`config.mk`:
```
export PLATFORM = sky130hd
export DESIGN_NAME = memory_coherence_ctrl_flat
export DESIGN_NICKNAME = d
export VERILOG_FILES = /design/src/rtl/cpu_types_pkg.sv /design/src/rtl/cache_control_if.sv /design/src/rtl/cc_rr_arbiter.sv /design/src/rtl/memory_coherence_ctrl.sv /design/src/flat_wrapper.sv
export SDC_FILE = /design/constraint.sdc
export NUM_CORES = 1
export LEC_CHECK = 0
export CAP_MARGIN = 20
export CELL_PAD_IN_SITES_DETAIL_PLACEMENT = 0
export CELL_PAD_IN_SITES_GLOBAL_PLACEMENT = 2
export CORE_ASPECT_RATIO = 0.75
export CORE_UTILIZATION = 12
export CTS_CLUSTER_SIZE = 12
export DETAILED_ROUTE_END_ITERATION = 10
export PLACE_DENSITY = 0.85
export SLEW_MARGIN = 10
export SYNTH_ARGS = -nofsm -noshare
export SYNTH_HDL_FRONTEND = slang
export SYNTH_SLANG_ARGS = --single-unit
```
`constraint.sdc`:
```
create_clock -name CLK -period 2.3 [get_ports CLK]
set_clock_uncertainty 0.2 [all_clocks]
set_input_delay 0.23 -clock CLK [delete_from_list [all_inputs] [get_ports CLK]]
set_output_delay 0.23 -clock CLK [all_outputs]
set_load 0.005 [all_outputs]
```
`src/rtl/cpu_types_pkg.sv`:
```
// Shared CPU/memory types: data word, RAM handshake state,
// coherence FSM state and the RAM request bundle.
package cpu_types_pkg;

  typedef logic [31:0] word_t;

  typedef enum logic [1:0] {
    FREE,
    BUSY,
    ACCESS,
    ERROR
  } ramstate_t;

  typedef enum logic [3:0] {
    IDLE,
    ARB,
    IFETCH,
    WB0,
    WB1,
    SNOOP,
    C2C0,
    C2C1,
    LD0,
    LD1,
    INV
  } ccstate_t;

  typedef struct packed {
    logic  ren;
    logic  wen;
    word_t addr;
    word_t store;
  } ramreq_t;

endpackage

```
`src/rtl/cache_control_if.sv`:
```
// Cache/RAM <-> coherence controller bundle.
// cc: controller side; caches: icache/dcache + RAM side.
interface cache_control_if #(
  parameter int CPUS = 2
);
  import cpu_types_pkg::*;

  logic [CPUS-1:0] iREN, dREN, dWEN;
  logic [CPUS-1:0] ccwrite, cctrans;
  logic [CPUS-1:0] iwait, dwait;
  logic [CPUS-1:0] ccwait, ccinv;
  word_t iaddr  [CPUS];
  word_t daddr  [CPUS];
  word_t dstore [CPUS];
  word_t iload  [CPUS];
  word_t dload  [CPUS];
  word_t ccsnoopaddr [CPUS];
  word_t ramload, ramaddr, ramstore;
  ramstate_t ramstate;
  logic ramREN, ramWEN;

  modport cc (
    input  iREN, dREN, dWEN,
    input  iaddr, daddr, dstore,
    input  ccwrite, cctrans,
    input  ramload, ramstate,
    output iwait, dwait, iload, dload,
    output ccwait, ccinv, ccsnoopaddr,
    output ramaddr, ramstore,
    output ramREN, ramWEN
  );

  modport caches (
    output iREN, dREN, dWEN,
    output iaddr, daddr, dstore,
    output ccwrite, cctrans,
    output ramload, ramstate,
    input  iwait, dwait, iload, dload,
    input  ccwait, ccinv, ccsnoopaddr,
    input  ramaddr, ramstore,
    input  ramREN, ramWEN
  );

endinterface

```
`src/rtl/cc_rr_arbiter.sv`:
```
// Two-CPU priority/round-robin grant: writes, then
// coherence/data reads, then ifetch; ptr breaks ties.
module cc_rr_arbiter (
  input  logic       ptr,
  input  logic [1:0] wreq,
  input  logic [1:0] rreq,
  input  logic [1:0] ireq,
  output logic       gnt,
  output logic       any
);

  function automatic logic pick(
    input logic [1:0] req,
    input logic       p
  );
    return req[p] ? p : ~p;
  endfunction

  assign any = |{wreq, rreq, ireq};

  always_comb begin
    gnt = ptr;
    priority case (1'b1)
      |wreq:   gnt = pick(wreq, ptr);
      |rreq:   gnt = pick(rreq, ptr);
      |ireq:   gnt = pick(ireq, ptr);
      default: gnt = ptr;
    endcase
  end

endmodule

```
`src/rtl/memory_coherence_ctrl.sv`:
```
// MSI bus controller for two icache/dcache pairs and one RAM.
// Ports: CLK, RST (sync, active-high), ccif (cache_control_if.cc).
module memory_coherence_ctrl
  import cpu_types_pkg::*;
#(
  parameter int CPUS = 2
) (
  input logic         CLK,
  input logic         RST,
  cache_control_if.cc ccif
);

  ccstate_t state, nstate;
  logic g, p, ptr, gnt, any;
  logic acc, done;
  logic [CPUS-1:0] rreq;
  ramreq_t ram;

  assign p    = ~g;
  assign acc  = (ccif.ramstate == ACCESS);
  assign rreq = ccif.cctrans | ccif.dREN;

  cc_rr_arbiter u_arb (
    .ptr  (ptr),
    .wreq (ccif.dWEN),
    .rreq (rreq),
    .ireq (ccif.iREN),
    .gnt  (gnt),
    .any  (any)
  );

  // A transaction is finished when a working state returns to IDLE;
  // ARB falling back to IDLE (request dropped) is not a completion.
  assign done = (nstate == IDLE) &&
                (state != IDLE) && (state != ARB);

  always_ff @(posedge CLK) begin
    if (RST) begin
      state <= IDLE;
      g     <= 1'b0;
      ptr   <= 1'b0;
    end else begin
      state <= nstate;
      if (state == ARB) g <= gnt;
      if (done) ptr <= ~g;
    end
  end

  always_comb begin
    nstate = state;
    unique case (state)
      IDLE:
        if (any) nstate = ARB;
      ARB:
        if (ccif.dWEN[gnt])
          nstate = WB0;
        else if (ccif.cctrans[gnt] || ccif.dREN[gnt])
          nstate = SNOOP;
        else if (ccif.iREN[gnt])
          nstate = IFETCH;
        else
          nstate = IDLE;
      IFETCH: if (acc) nstate = IDLE;
      WB0:    if (acc) nstate = WB1;
      WB1:    if (acc) nstate = IDLE;
      SNOOP:
        // Peer in M supplies the block and writes it back.
        if (ccif.cctrans[p] && ccif.ccwrite[p])
          nstate = C2C0;
        else if (ccif.dREN[g])
          nstate = LD0;
        else
          nstate = INV;
      C2C0:   if (acc) nstate = C2C1;
      C2C1:   if (acc) nstate = IDLE;
      LD0:    if (acc) nstate = LD1;
      LD1:    if (acc) nstate = IDLE;
      INV:    nstate = IDLE;
      default: nstate = IDLE;
    endcase
  end

  always_comb begin
    ccif.iwait       = '1;
    ccif.dwait       = '1;
    ccif.ccwait      = '0;
    ccif.ccinv       = '0;
    ccif.iload       = '{default: '0};
    ccif.dload       = '{default: '0};
    ccif.ccsnoopaddr = '{default: '0};
    ram              = '0;
    unique case (state)
      IFETCH: begin
        ram.ren          = 1'b1;
        ram.addr         = ccif.iaddr[g];
        ccif.iload[g]    = ccif.ramload;
        ccif.iwait[g]    = ~acc;
      end
      WB0, WB1: begin
        ram.wen          = 1'b1;
        ram.addr         = ccif.daddr[g];
        ram.store        = ccif.dstore[g];
        ccif.dwait[g]    = ~acc;
      end
      SNOOP: begin
        ccif.ccwait[p]      = 1'b1;
        ccif.ccsnoopaddr[p] = ccif.daddr[g];
        ccif.ccinv[p]       = ccif.ccwrite[g];
      end
      C2C0, C2C1: begin
        ccif.ccwait[p]   = 1'b1;
        ccif.dload[g]    = ccif.dstore[p];
        ram.wen          = 1'b1;
        ram.addr         = ccif.daddr[p];
        ram.store        = ccif.dstore[p];
        ccif.dwait[g]    = ~acc;
        ccif.dwait[p]    = ~acc;
      end
      LD0, LD1: begin
        ccif.ccwait[p]   = 1'b1;
        ram.ren          = 1'b1;
        ram.addr         = ccif.daddr[g];
        ccif.dload[g]    = ccif.ramload;
        ccif.dwait[g]    = ~acc;
      end
      INV: begin
        ccif.ccinv[p]    = 1'b1;
        ccif.dwait[g]    = 1'b0;
      end
      default: ;
    endcase
  end

  assign ccif.ramREN   = ram.ren;
  assign ccif.ramWEN   = ram.wen;
  assign ccif.ramaddr  = ram.addr;
  assign ccif.ramstore = ram.store;

endmodule

```
`src/flat_wrapper.sv`:
```
// flat-port wrapper written by rule: the top's interface ports become plain ports
module memory_coherence_ctrl_flat import cpu_types_pkg::*;
#(
  parameter int CPUS = 2
)
  (CLK, RST, ccif_iREN, ccif_dREN, ccif_dWEN, ccif_iaddr, ccif_daddr, ccif_dstore, ccif_ccwrite, ccif_cctrans, ccif_ramload, ccif_ramstate, ccif_iwait, ccif_dwait, ccif_iload, ccif_dload, ccif_ccwait, ccif_ccinv, ccif_ccsnoopaddr, ccif_ramaddr, ccif_ramstore, ccif_ramREN, ccif_ramWEN);
  cache_control_if #(.CPUS(CPUS)) ccif_i ();
  input logic CLK;
  input logic RST;
  input wire logic [$bits(ccif_i.iREN)-1:0] ccif_iREN;
  input wire logic [$bits(ccif_i.dREN)-1:0] ccif_dREN;
  input wire logic [$bits(ccif_i.dWEN)-1:0] ccif_dWEN;
  input wire logic [$bits(ccif_i.iaddr)-1:0] ccif_iaddr;
  input wire logic [$bits(ccif_i.daddr)-1:0] ccif_daddr;
  input wire logic [$bits(ccif_i.dstore)-1:0] ccif_dstore;
  input wire logic [$bits(ccif_i.ccwrite)-1:0] ccif_ccwrite;
  input wire logic [$bits(ccif_i.cctrans)-1:0] ccif_cctrans;
  input wire logic [$bits(ccif_i.ramload)-1:0] ccif_ramload;
  input wire logic [$bits(ccif_i.ramstate)-1:0] ccif_ramstate;
  output wire logic [$bits(ccif_i.iwait)-1:0] ccif_iwait;
  output wire logic [$bits(ccif_i.dwait)-1:0] ccif_dwait;
  output wire logic [$bits(ccif_i.iload)-1:0] ccif_iload;
  output wire logic [$bits(ccif_i.dload)-1:0] ccif_dload;
  output wire logic [$bits(ccif_i.ccwait)-1:0] ccif_ccwait;
  output wire logic [$bits(ccif_i.ccinv)-1:0] ccif_ccinv;
  output wire logic [$bits(ccif_i.ccsnoopaddr)-1:0] ccif_ccsnoopaddr;
  output wire logic [$bits(ccif_i.ramaddr)-1:0] ccif_ramaddr;
  output wire logic [$bits(ccif_i.ramstore)-1:0] ccif_ramstore;
  output wire logic [$bits(ccif_i.ramREN)-1:0] ccif_ramREN;
  output wire logic [$bits(ccif_i.ramWEN)-1:0] ccif_ramWEN;
  assign ccif_i.iREN = ccif_iREN;
  assign ccif_i.dREN = ccif_dREN;
  assign ccif_i.dWEN = ccif_dWEN;
  assign ccif_i.iaddr = {>>{ccif_iaddr}};
  assign ccif_i.daddr = {>>{ccif_daddr}};
  assign ccif_i.dstore = {>>{ccif_dstore}};
  assign ccif_i.ccwrite = ccif_ccwrite;
  assign ccif_i.cctrans = ccif_cctrans;
  assign ccif_i.ramload = ccif_ramload;
  assign ccif_i.ramstate = ccif_ramstate;
  assign ccif_iwait = ccif_i.iwait;
  assign ccif_dwait = ccif_i.dwait;
  assign ccif_iload = {>>{ccif_i.iload}};
  assign ccif_dload = {>>{ccif_i.dload}};
  assign ccif_ccwait = ccif_i.ccwait;
  assign ccif_ccinv = ccif_i.ccinv;
  assign ccif_ccsnoopaddr = {>>{ccif_i.ccsnoopaddr}};
  assign ccif_ramaddr = ccif_i.ramaddr;
  assign ccif_ramstore = ccif_i.ramstore;
  assign ccif_ramREN = ccif_i.ramREN;
  assign ccif_ramWEN = ccif_i.ramWEN;
  memory_coherence_ctrl #(.CPUS(CPUS)) u_core (.CLK(CLK), .RST(RST), .ccif(ccif_i));
endmodule
```
# Yosys cells after proc, flatten, opt, wreduce, memory -nomap -nowiden
# Cells that the tools add are included.
[word_totals]
regBits = 6
output_inout_bits = 266
wordCells = 134
inputBits = 238
[op_classes]
bitwise_logic = 12
muxes = 74
order_cmp = 10
n_eq_ne = 12
n_reduce_logical = 23
[ops]
columns = ["cell", "n"]
rows = [
  ["32-bit two-way mux", 17],
  ["64-bit AND", 3],
  ["64-bit two-way mux", 2],
  ["64-bit one-hot mux with 2 select lines", 1],
  ["32-bit one-hot mux with 3 select lines", 1],
  ["32-bit demux with 1-bit select", 2],
  ["32-bit one-hot mux with 2 select lines", 1],
  ["1-bit two-way mux", 32],
  ["4-bit two-way mux", 8],
  ["4-bit one-hot mux with 7 select lines", 1],
  ["4-bit by 3-bit equality test with 1-bit output, second input constant", 4],
  ["4-bit equality test, second input constant", 3],
  ["2-bit OR reduction", 6],
  ["4-bit OR reduction", 3],
  ["4-bit by 2-bit equality test with 1-bit output, second input constant", 2],
  ["4-bit zero test", 2],
  ["1-bit by 2-bit < comparator with 1-bit output, second input constant", 4],
  ["2-bit two-way mux", 4],
  ["1-bit logical AND", 7],
  ["2-bit one-hot mux with 3 select lines", 1],
  ["6-bit OR reduction", 1],
  ["5-bit OR reduction", 1],
  ["4-bit by 1-bit equality test with 1-bit output, second input constant", 1],
  ["2-bit >= comparator, second input constant", 2],
  ["other kinds (15)", 22],
]

# Logic depth before layout (Yosys ltp)
[logic_depth]
word_depth = 15
mapped_depth = 8
ltp_nobuf = 6

# Modules after synthesis
# From an unflattened synthesis, not the netlist that was laid out.
[unflattened]
hier_cells = 493
area_unflattened_um2 = 3377.0
[by_module_without_submodules]
columns = ["module", "cells_each", "n_inst", "area_each_um2", "seq_area_each_um2"]
rows = [
  ["memory_coherence_ctrl", 483, 1, 3319.4, 120.1],
  ["cc_rr_arbiter", 10, 1, 57.6, 0.0],
]

# Worst setup path after synthesis
# Ideal clock, no wire load.
[synth_path]
kind = "reg2out"
from = "register u_core.state[1]"
to = "output port ccif_ramaddr[2]"
required_ns = 1.870
path_stages_with_launch = 9
arrival_ns = 1.520
path_buffers = 3
path_slack_ns = 0.350
path_cell_list = "dfxtp_1 -> buf_6 -> nor2b_4 -> and2_1 -> buf_6 -> buf_6 -> a221oi_2 -> nor2_1 -> a221o_1"
[synth_between]
elab_chain_len = 3
elab_cells_between_ends = 10
classes_between = "eq/ne (7); mux (1); reduce/logical (2)"
[synth_lines]
columns = ["item", "line", "source"]
rows = [
  ["start, declared", "memory_coherence_ctrl.sv:13", "ccstate_t state, nstate;"],
  ["start signal, assigned", "memory_coherence_ctrl.sv:43", "state <= nstate;"],
  ["4-bit equality test (tied with other cells)", "memory_coherence_ctrl.sv:92", "unique case (state)"],
  ["4-bit OR reduction (no line) or 2-bit OR reduction (tied branches)", "n/a", ""],
  ["32-bit one-hot mux with 3 select lines *", "memory_coherence_ctrl.sv:92", ""],
  ["end, declared", "flat_wrapper.sv:27", "output wire logic [$bits(ccif_i.ramaddr)-1:0] ccif_ramaddr;"],
]
# Mark *: on every way between the ends. The rest lies on a longest branch, timed or not.

# Worst setup path in the final report
[layout_path]
from = "register u_core.state[3]"
to = "output port ccif_ramaddr[10]"
# Same word-level chain as after synthesis.

==> results.py <==
metrics = {
    "grt": {
        "grt_pass1_vias": 8308,
        "grt_max_degree": 39,
        "grt.total_usage_pct": 20.9,
        "grt-ovfl-total": 0,
        "grt_pass1_wl_um": 57800,
        "antenna_found_initial": 4,
    },
    "placement": {
        "post-place-ws_ns": -0.392,
        "dp_cells": 1604,
        "hpwl_um": 28200,
        "io_buffers": 503,
        "place_congestion": 0.891,
    },
    "sta": {
        "fin_crit_ns": 2.57,
        "fmax_mhz": 389,
        "max_slew_margin_pct": 73.2,
        "finalHoldViolCount": 0,
        "drv_slew": 0,
        "finalSetupViolCount": 140,
        "tightest_slew_ns": 0.398,
        "setup_ws_ns": -0.270,
        "fin_crit_sh_pct": 112,
        "rsz0062_at_grt": "yes",
    },
    "setup_path": {
        "critPathCapture": "ccif_ramaddr[10]",
        "crit_type": "reg2out",
        "critical_path_arrival_ns": 2.14,
        "timing.rr.start": "u_core.state[2]",
        "cp-start-kind": "flop",
        "r2r-end": "u_core.ptr",
        "crit_fanout": 8,
        "startpoint": "u_core.state[3]",
        "reg2reg_slack_ns": 0.09,
        "cp-end-kind": "output pin",
        "r2r_cells": 10,
        "cp.required_ns": 1.87,
    },
    "clock_network": {
        "htreeDepth": 1,
        "numCtsBuffers": 3,
        "cts_tree": "yes",
        "worstSkewPairLatency_ns": 0.24,
        "cts_sinks": 6,
        "path_clk_slew_ns": 0.04,
        "cts.root.buffer_cell": "clkbuf_16",
        "clock_path_buffers": 2,
    },
    "yosys": {
        "yosysMostFrequentCell": "and3_1",
        "synth_ff_type": "dfxtp_1",
        "syn-cell-area_um2": 4320,
        "syn_nets": 864,
        "synthTopCellsByArea": "and3_1, a221oi_1, a22o_1",
        "synth_top_cell_area_share_pct": 14.1,
        "synthArstFlopShare_pct": 0,
        "synth_edf_count": 0,
        "synth_cell_type_count": 44,
        "ys_top_cells_by_count": "and3_1, a221oi_1, a22o_1",
        "avgSynthCellArea_um2": 6.90,
        "yosysTopAreaCell": "and3_1",
        "syn_inst": 626,
        "ys_ff_latch": 6,
        "synth_seq_area_share_pct": 2.78,
        "yosys_warnings": 0,
    },
    "routing": {
        "viasPerCell": 4.97,
        "first_pass_iters": 5,
        "wirelength_um": 42600,
        "drt_iter0_drc": 749,
        "wl_per_cell_um": 24.2,
        "ant_nets": 0,
        "vias": 8755,
        "detail_route.drc_violations": 0,
    },
    "run_status": {
        "status": "finished, violations left",
        "violations": "negative setup slack",
    },
    "cells_and_area": {
        "nets": 1540,
        "area_growth_pct": 199,
        "drive_gt1_share_pct": 54.3,
        "final_cells": 1760,
    },
    "power": {
        "fin_total_pwr_w": 0.00419,
        "leakagePower_nw": 6.15,
        "vdd_drop_max_v": 0.000266,
        "powerDensity_nw_per_um2": 325,
    },
    "die": {
        "core_area_um2": 35100,
        "initial_core_util_pct": 12.3,
        "io_pins": 504,
        "rows": 59,
        "die_x_um": 221,
        "dieArea_um2": 36800,
        "die_h_um": 166,
    },
    "flow_run": {
        "cap_violations": 0,
    },
    "min_path": {
        "hold_class": "in2reg",
    },
}
==> critical path, cell delays in order, from the launching register on <==
cell      delay, ns
dfxtp_4        0.36
buf_6          0.12
nor2_4         0.04
nand2_4        0.07
nor2_4         0.05
buf_12         0.12
buf_12         0.14
buf_16         0.14
buf_6          0.11
a221oi_2       0.24
nor2_1         0.09
a221o_1        0.27
buf_2          0.13
==> cells in the final DEF (no fill, tap or decap), types with 3 or more instances in the layout <==
cell / count
nor2_2: 3
inv_1: 3
nand3_1: 5
buf_16: 19
nor4_1: 3
clkdlybuf4s50_1: 238
buf_4: 109
clkbuf_2: 105
dfxtp_4: 5
or2_4: 3
clkbuf_16: 13
nor2_4: 9
buf_12: 47
o21ai_0: 5
a221oi_2: 86
nand2_1: 30
and2_1: 17
and2_4: 17
buf_2: 108
clkdlybuf4s15_1: 3
nand2_4: 3
o211ai_1: 4
and3_1: 56
a21oi_1: 38
buf_6: 86
a221oi_4: 9
dlygate4sd2_1: 15
dlymetal6s2s_1: 5
a221o_1: 32
a22o_1: 62
a31oi_1: 3
and3_4: 41
buf_8: 16
nor2_1: 56
a21oi_2: 11
==> logic make-up (layout without fill, tap and decap cells) <==
group / count (synthesis) / count (layout) / synth area share (%)
muxes: 2 / 2 / 0.522
buffers and inverters: 96 / 771 / 11.2
and+or+nand+nor: 256 / 256 / 31.9
other: 0 / 2 / 0
DFF: 6 / 6 / 2.78
AOI/OAI and AO/OA: 266 / 266 / 53.6
==> area by class of cell <==
type                    count  area, um^2
diodes                      2        5.00
flip-flops and latches      6         139
clock buffers               4        78.8
inverters                   5        20.0
fillers                  3629       22100
multi-input cells         524        4680
well taps                 457         572
repair buffers            762        7420
==> how the worst min path moves through the flow <==
| stage | end | start | depth (start not counted) | slack (ns) |
|---|---|---|---|---|
| 3_5_place_dp | u_core.state[1] | u_core.ptr | 3 | 0.54 |
| 3_3_place_gp | u_core.state[3] | u_core.state[1] | 2 | 0.51 |
| 2_1_floorplan | u_core.g | RST | 1 | 0.1 |
| 5_1_grt | u_core.state[2] | RST | 2 | 0.58 |
| 6_report | u_core.state[2] | RST | 2 | 0.51 |
| 4_1_cts | u_core.state[2] | RST | 2 | 0.51 |
==> registers in the layout, indices dropped and copies added, names as in the netlist <==
name and count:
u_core.state 4, u_core.g 1, u_core.ptr 1
==> per-stage QoR <==
step / TNS (ns) / cell area (um^2) / util [%] / hold WS [ns]
floorplan: 0 / 4320 / - / 0.0991
global placement: -22.83 / 10600 / 30.3 / 0.513
detailed placement: -26.76 / 10600 / 30.3 / 0.540
CTS: -12.34 / 12300 / 35.2 / 0.510
global route: -21.75 / 12900 / 36.9 / 0.578
finish: -12.74 / 12900 / 36.9 / 0.511
==> routing by layer <==
metal / vias to the layer above / GRT usage (%) / wire (um) / part of all wire, %
li1: 3926 / - / - / -
met4: 2 / 4.04 / 782 / 1.8
met3: 49 / 3.33 / 3110 / 7.3
met1: 4306 / 29.2 / 19400 / 46
met5: - / 0 / 16 / 0.038
met2: 472 / 33.7 / 19300 / 45
==> timing repair <==
action	4_1_cts	5_1_grt
setup endpoints to repair	265	253
hold buffers	0	0
cloned	24	10
pin swaps	51	114
gates resized for setup	740	512
buffers inserted	84	55
==> report_power, final <==
part           switching, W  total, W  leakage [nW]  internal (W)
clock network     0.0000737  0.000305        0.0382      0.000231
logic               0.00169   0.00374          6.06       0.00205
registers         0.0000247  0.000146        0.0526      0.000122
total               0.00179   0.00419          6.15       0.00241
Note: power is estimated with default switching activity, not from simulation.
